[src/rtl/l1a_trigger_throttle.sv]
// Level-1 accept throttle: turns raw trigger requests into spaced, window-limited l1a pulses,
// tags each accept with an event ID and counts refused requests.
module l1a_trigger_throttle #(
  parameter int MIN_GAP    = 4,
  parameter int WIN_LEN    = 64,
  parameter int MAX_IN_WIN = 8,
  parameter int ID_W       = 24
) (
  input  logic                            clk_i,
  input  logic                            rst_n_i,
  input  logic                            enable_i,
  input  logic                            trig_i,
  input  logic                            busy_i,
  input  logic                            ecr_i,
  output logic                            l1a_o,
  output logic [ID_W-1:0]                 l1a_id_o,
  output logic                            veto_o,
  output logic [15:0]                     drop_cnt_o,
  output logic [$clog2(MAX_IN_WIN+1)-1:0] win_cnt_o
);

  localparam int CW = $clog2(MAX_IN_WIN + 1);
  localparam int GW = (MIN_GAP > 1) ? $clog2(MIN_GAP) : 1;

  localparam logic [1:0] ST_DISABLED = 2'd0;
  localparam logic [1:0] ST_READY    = 2'd1;
  localparam logic [1:0] ST_HOLDOFF  = 2'd2;

  logic [1:0]         state_q, state_d;
  logic [GW-1:0]      gap_q, gap_d;
  logic [WIN_LEN-1:0] hist_q, hist_d;
  logic [CW-1:0]      win_q, win_d;
  logic [ID_W-1:0]    next_id_q, next_id_d;
  logic [ID_W-1:0]    id_q, id_d;
  logic [ID_W-1:0]    id_base;
  logic               l1a_q, l1a_d;
  logic [15:0]        drop_q, drop_d;
  logic               ok, acc, drop;

  assign ok   = enable_i & ~busy_i & (state_q == ST_READY) & (win_q < CW'(MAX_IN_WIN));
  assign acc  = trig_i & ok;
  assign drop = trig_i & enable_i & ~acc;

  // The gap counter runs in every state, so a disable/enable toggle cannot shorten the spacing.
  always_comb begin
    state_d = state_q;
    if (!enable_i) begin
      state_d = ST_DISABLED;
    end else begin
      case (state_q)
        ST_DISABLED: state_d = (gap_q > GW'(1)) ? ST_HOLDOFF : ST_READY;
        ST_READY:    if (acc && (MIN_GAP > 1)) state_d = ST_HOLDOFF;
        ST_HOLDOFF:  if (gap_q <= GW'(1)) state_d = ST_READY;
        default:     state_d = ST_DISABLED;
      endcase
    end

    gap_d = gap_q;
    if (acc) begin
      gap_d = GW'(MIN_GAP - 1);
    end else if (gap_q != '0) begin
      gap_d = gap_q - GW'(1);
    end
  end

  // Window bookkeeping: the newest accept enters and the oldest leaves in the same cycle.
  always_comb begin
    hist_d = {hist_q[WIN_LEN-2:0], acc};
    win_d  = win_q + CW'(acc) - CW'(hist_q[WIN_LEN-1]);
  end

  // An ECR coincident with an accept hands out ID 0 to that accept.
  always_comb begin
    id_base   = ecr_i ? '0 : next_id_q;
    next_id_d = next_id_q;
    id_d      = id_q;
    l1a_d     = acc;
    if (acc) begin
      id_d      = id_base;
      next_id_d = id_base + ID_W'(1);
    end else if (ecr_i) begin
      next_id_d = '0;
    end

    drop_d = drop_q;
    if (ecr_i) begin
      drop_d = {15'd0, drop};
    end else if (drop && (drop_q != 16'hFFFF)) begin
      drop_d = drop_q + 16'd1;
    end
  end

  always_ff @(posedge clk_i or negedge rst_n_i) begin
    if (!rst_n_i) begin
      state_q   <= ST_DISABLED;
      gap_q     <= '0;
      hist_q    <= '0;
      win_q     <= '0;
      next_id_q <= '0;
      id_q      <= '0;
      l1a_q     <= 1'b0;
      drop_q    <= '0;
    end else begin
      state_q   <= state_d;
      gap_q     <= gap_d;
      hist_q    <= hist_d;
      win_q     <= win_d;
      next_id_q <= next_id_d;
      id_q      <= id_d;
      l1a_q     <= l1a_d;
      drop_q    <= drop_d;
    end
  end

  // Veto is held low while in reset so that every output reads 0 there.
  assign veto_o     = rst_n_i & ~ok;
  assign l1a_o      = l1a_q;
  assign l1a_id_o   = id_q;
  assign drop_cnt_o = drop_q;
  assign win_cnt_o  = win_q;

endmodule

[config.mk]
export PLATFORM = sky130hd
export DESIGN_NAME = l1a_trigger_throttle
export DESIGN_NICKNAME = d
export VERILOG_FILES = /design/src/rtl/l1a_trigger_throttle.sv
export SDC_FILE = /design/constraint.sdc
export NUM_CORES = 1
export LEC_CHECK = 0
export CAP_MARGIN = 20
export CORE_ASPECT_RATIO = 0.7
export CORE_MARGIN = 3
export CORE_UTILIZATION = 25
export DETAILED_ROUTE_END_ITERATION = 8
export PLACE_DENSITY = 0.46
export SYNTH_ARGS = -nofsm -noshare
export SYNTH_HDL_FRONTEND = slang
export SYNTH_SLANG_ARGS = --single-unit
[constraint.sdc]
create_clock -name clk_i -period 4 [get_ports clk_i]
set_clock_uncertainty 0.1 [all_clocks]
set_input_delay 0.8 -clock clk_i [delete_from_list [all_inputs] [get_ports clk_i]]
set_output_delay 0.8 -clock clk_i [all_outputs]
set_load 0.01 [all_outputs]
==> key figures <==
Clock network
  – Maximum clock path buffer count: 2
  – CTS HTree Levels: 4
  – Setup Buffers After CTS: 0
  – CTS root buf: clkbuf_16
  – Insertion delay to the later sink of the worst-skew pair: 0.41 ns
  – Clk sinks: ~140
  – Reg clk slew, reported paths: 0.06 ns
  – Post-CTS sizing: 0
  – Cts hold-fix bufs: 0
  – CTS tree: done
  – CTS buffer count: 17

Route
  – Detailed Routing Iterations Pass 1: 4
  – Starting DRT DRC Count: ~250
  – DRC Markers: 0
  – Metal3 WL: 328 um
  – ANT nets after route: 0
  – Final WL: 11400 um
  – Via count: 3475
  – Drt wl/cell: 14.8 um
  – Via/cell ratio: 4.51
  – Metal2 WL: 4870 um
  – Top layer in use: met4
  – Wl on met1: 6130 um

Logic synthesis
  – Synth top area cells: dfrtp_1 65%, nand2_1 4.2%, o31ai_1 2.9%, or4_1 2.7%, o21ai_0 2.2%
  – Flops & latches, synth: 136
  – Cells after Synth: around 430
  – Post-synth ARST share: 100%
  – Netlist cell types: 47
  – Sequential share of the synthesized area: 65.4%
  – Warnings, synthesis: 0
  – Area leader, netlist: dfrtp_1
  – Synth Area in Compound Gates: 8.94%
  – Post-synthesis mux area share: 1.92%
  – Share of the synthesized area in the top cell type: approximately 65%
  – XOR/XNOR Fraction of Synth Area: 2.52%
  – Largest family of logic cells by synthesized area: simple AND/OR/NAND/NOR gates
  – Syn_nets: 440
  – Adder-cell share of the synthesized area: 2.07%
  – Post-Syn Area: 0.00521 sq mm
  – Post-synth EDFFs: 0
  – Synth top cells by count: 136 x dfrtp_1, 58 x nand2_1, 23 x o21ai_0, 22 x a21oi_1, 20 x o31ai_1
  – Count leader, synth: dfrtp_1
  – Average size of a mapped cell: about 12 sq um
  – Synth Flop Type: dfrtp_1
  – Simple-gate area share of the yosys netlist: 16.2%

STA
  – Slew margin rel.: 37.8%
  – Setup TNS: 0 ns
  – Endpoints failing setup: 0
  – Least-Margin Pin Slew: 0.932 ns
  – Maximum clock frequency: 306 MHz
  – Fin. Hold Viols: 0
  – Final slew viol count: 0
  – Min Tclk post-route: 3.27 ns
  – RSZ-0062 raised after global routing: false
  – Tcrit/Tclk final: between 80 and 90%

Place
  – Detail Placement HPWL: 7680 um
  – Placed Cells: 738
  – PortBufs: 51
  – Final GP Congestion: 0.749

Global routing
  – First-pass GRT wire length: around 20000 um
  – Largest net degree at the start of global routing: 77
  – Grt ovf: 0
  – Vias in the first global route: about 3600
  – Total GRT Usage: 10.9%
  – Initial antenna violation count: 0

Setup path
  – CP endpoint kind: output pin
  – R2R depth: 6
  – Worst setup path class: input pin to output pin
  – R2R setup slack: between 1 and 1.5 ns
  – Critical Path Fanout Max: 6
  – Worst EP required: between 3 and 4 ns
  – Capture point of the worst reg-to-reg path: next_id_q[20]
  – Worst Path Arrival: around 2.4 ns
  – FF-to-FF Start: next_id_q[0]
  – Critical path startpoint category: input pin

Hold path
  – Hold Path End: hist_q[45]
  – Hold Startpoint: hist_q[44]
  – Hold path cells: 0
  – HP Class: flop to flop

Cells and area
  – Nets: 501
  – Non-Filler Instances: 770
  – Layout cells sized above 1: 12.8%
  – # diodes: 0
  – Filler cell count: 2016
  – Area delta synth->final: 26.6%

Power and ir drop
  – Worst VDD drop: 0.000195 V
  – Total leakage power: 0.00285 uW
  – PD cells: about 500 mW/mm^2

Outcome
  – Status: completed

Flow run
  – Max-Cap Viols: 0

Floorplanning
  – Starting Density: between 20 and 30%
  – DIE AREA: around 0.023 sq mm
  – IO Count: 52
  – Placeable Area: 0.0201 sq mm
  – Row count: 43
  – Die width: 178 um
  – Chip Height: ~130 um
state kept, by name, summed over array words and instances (netlist names):
register    count
gap_q           2
drop_cnt_o     16
next_id_q      24
state_q         2
win_cnt_o       4
hist_q         64
l1a_id_o       24
power by group:
| group | total, uW | switching [uW] | internal, uW |
|---|---|---|---|
| clock | 1490 | 649 | 836 |
| sequential | 1500 | 52.0 | 1440 |
| combinational | 303 | 159 | 144 |
layer usage:
layer  up-vias  global-route usage [%]
met5         -                       0
met4         0                    3.85
met3         6                    2.42
met2        45                    15.1
met1      1776                    16.6
li1       1648                       -
how the worst max path moves through the flow:
stage | startpoint | endpoint | depth (start not counted)
2_1_floorplan | ecr_i | next_id_q[20] | 10
3_3_place_gp | ecr_i | next_id_q[18] | 7
3_5_place_dp | ecr_i | next_id_q[18] | 7
4_1_cts | busy_i | veto_o | 4
5_1_grt | busy_i | veto_o | 4
6_report | busy_i | veto_o | 4
critical path, stage by stage:
cell	delay (ns)
clkdlybuf4s50_1	0.46
nor4b_4	0.46
a21boi_0	0.15
clkdlybuf4s50_1	0.50
layout make-up:
| cell class | instances | area, sq um | area share, % |
|---|---|---|---|
| sequential | 136 | 3400 | 51.6 |
| inverter | 15 | 56.3 | 0.854 |
| clock buffer | 18 | 439 | 6.66 |
| tap | 270 | 338 | 5.13 |
| multi-input combinational | 257 | 1650 | 25.1 |
| timing repair buffer | 60 | 576 | 8.73 |
| clock inverter | 14 | 126 | 1.92 |
cells in the final DEF (no fill, tap or decap), types with 8 or more instances in the layout:
cell type and n:
inv_1 14, clkbuf_16 17, a21oi_1 22, or4_1 19, o31ai_1 20, buf_4 10
mux2_2 8, nor2_1 11, o21ai_0 23, nand3_1 13, clkdlybuf4s50_1 50, dfrtp_1 136
nand2_1 58, xnor2_1 12
cell families (layout without fill, tap and decap cells):
family / count (synthesis) / in the layout
multiplexers: 9 / 9
buffers and inverters: 33 / 107
XOR/XNOR: 15 / 15
flip-flops: 136 / 136
adder cells (fa/ha/maj): 8 / 8
AO/OA/AOI/OAI: 76 / 76
AND/OR/NAND/NOR: 149 / 149
through the flow:
stage / power [uW] / instance area [sq um] / hold slack, ns / util, % / setup slack, ns
after global placement: 1820 / 6030 / 0.233 / 29.9 / 0.651
final: 3280 / 6590 / 0.245 / 32.8 / 0.728
after global routing: 3450 / 6590 / 0.253 / 32.8 / 0.629
after CTS: 3340 / 6590 / 0.249 / 32.8 / 0.688
after detailed placement: 1830 / 6030 / 0.235 / 29.9 / 0.577
after floorplan: 1690 / 5210 / 0.231 / - / 1.00
Power figures use the tool's default switching activity.
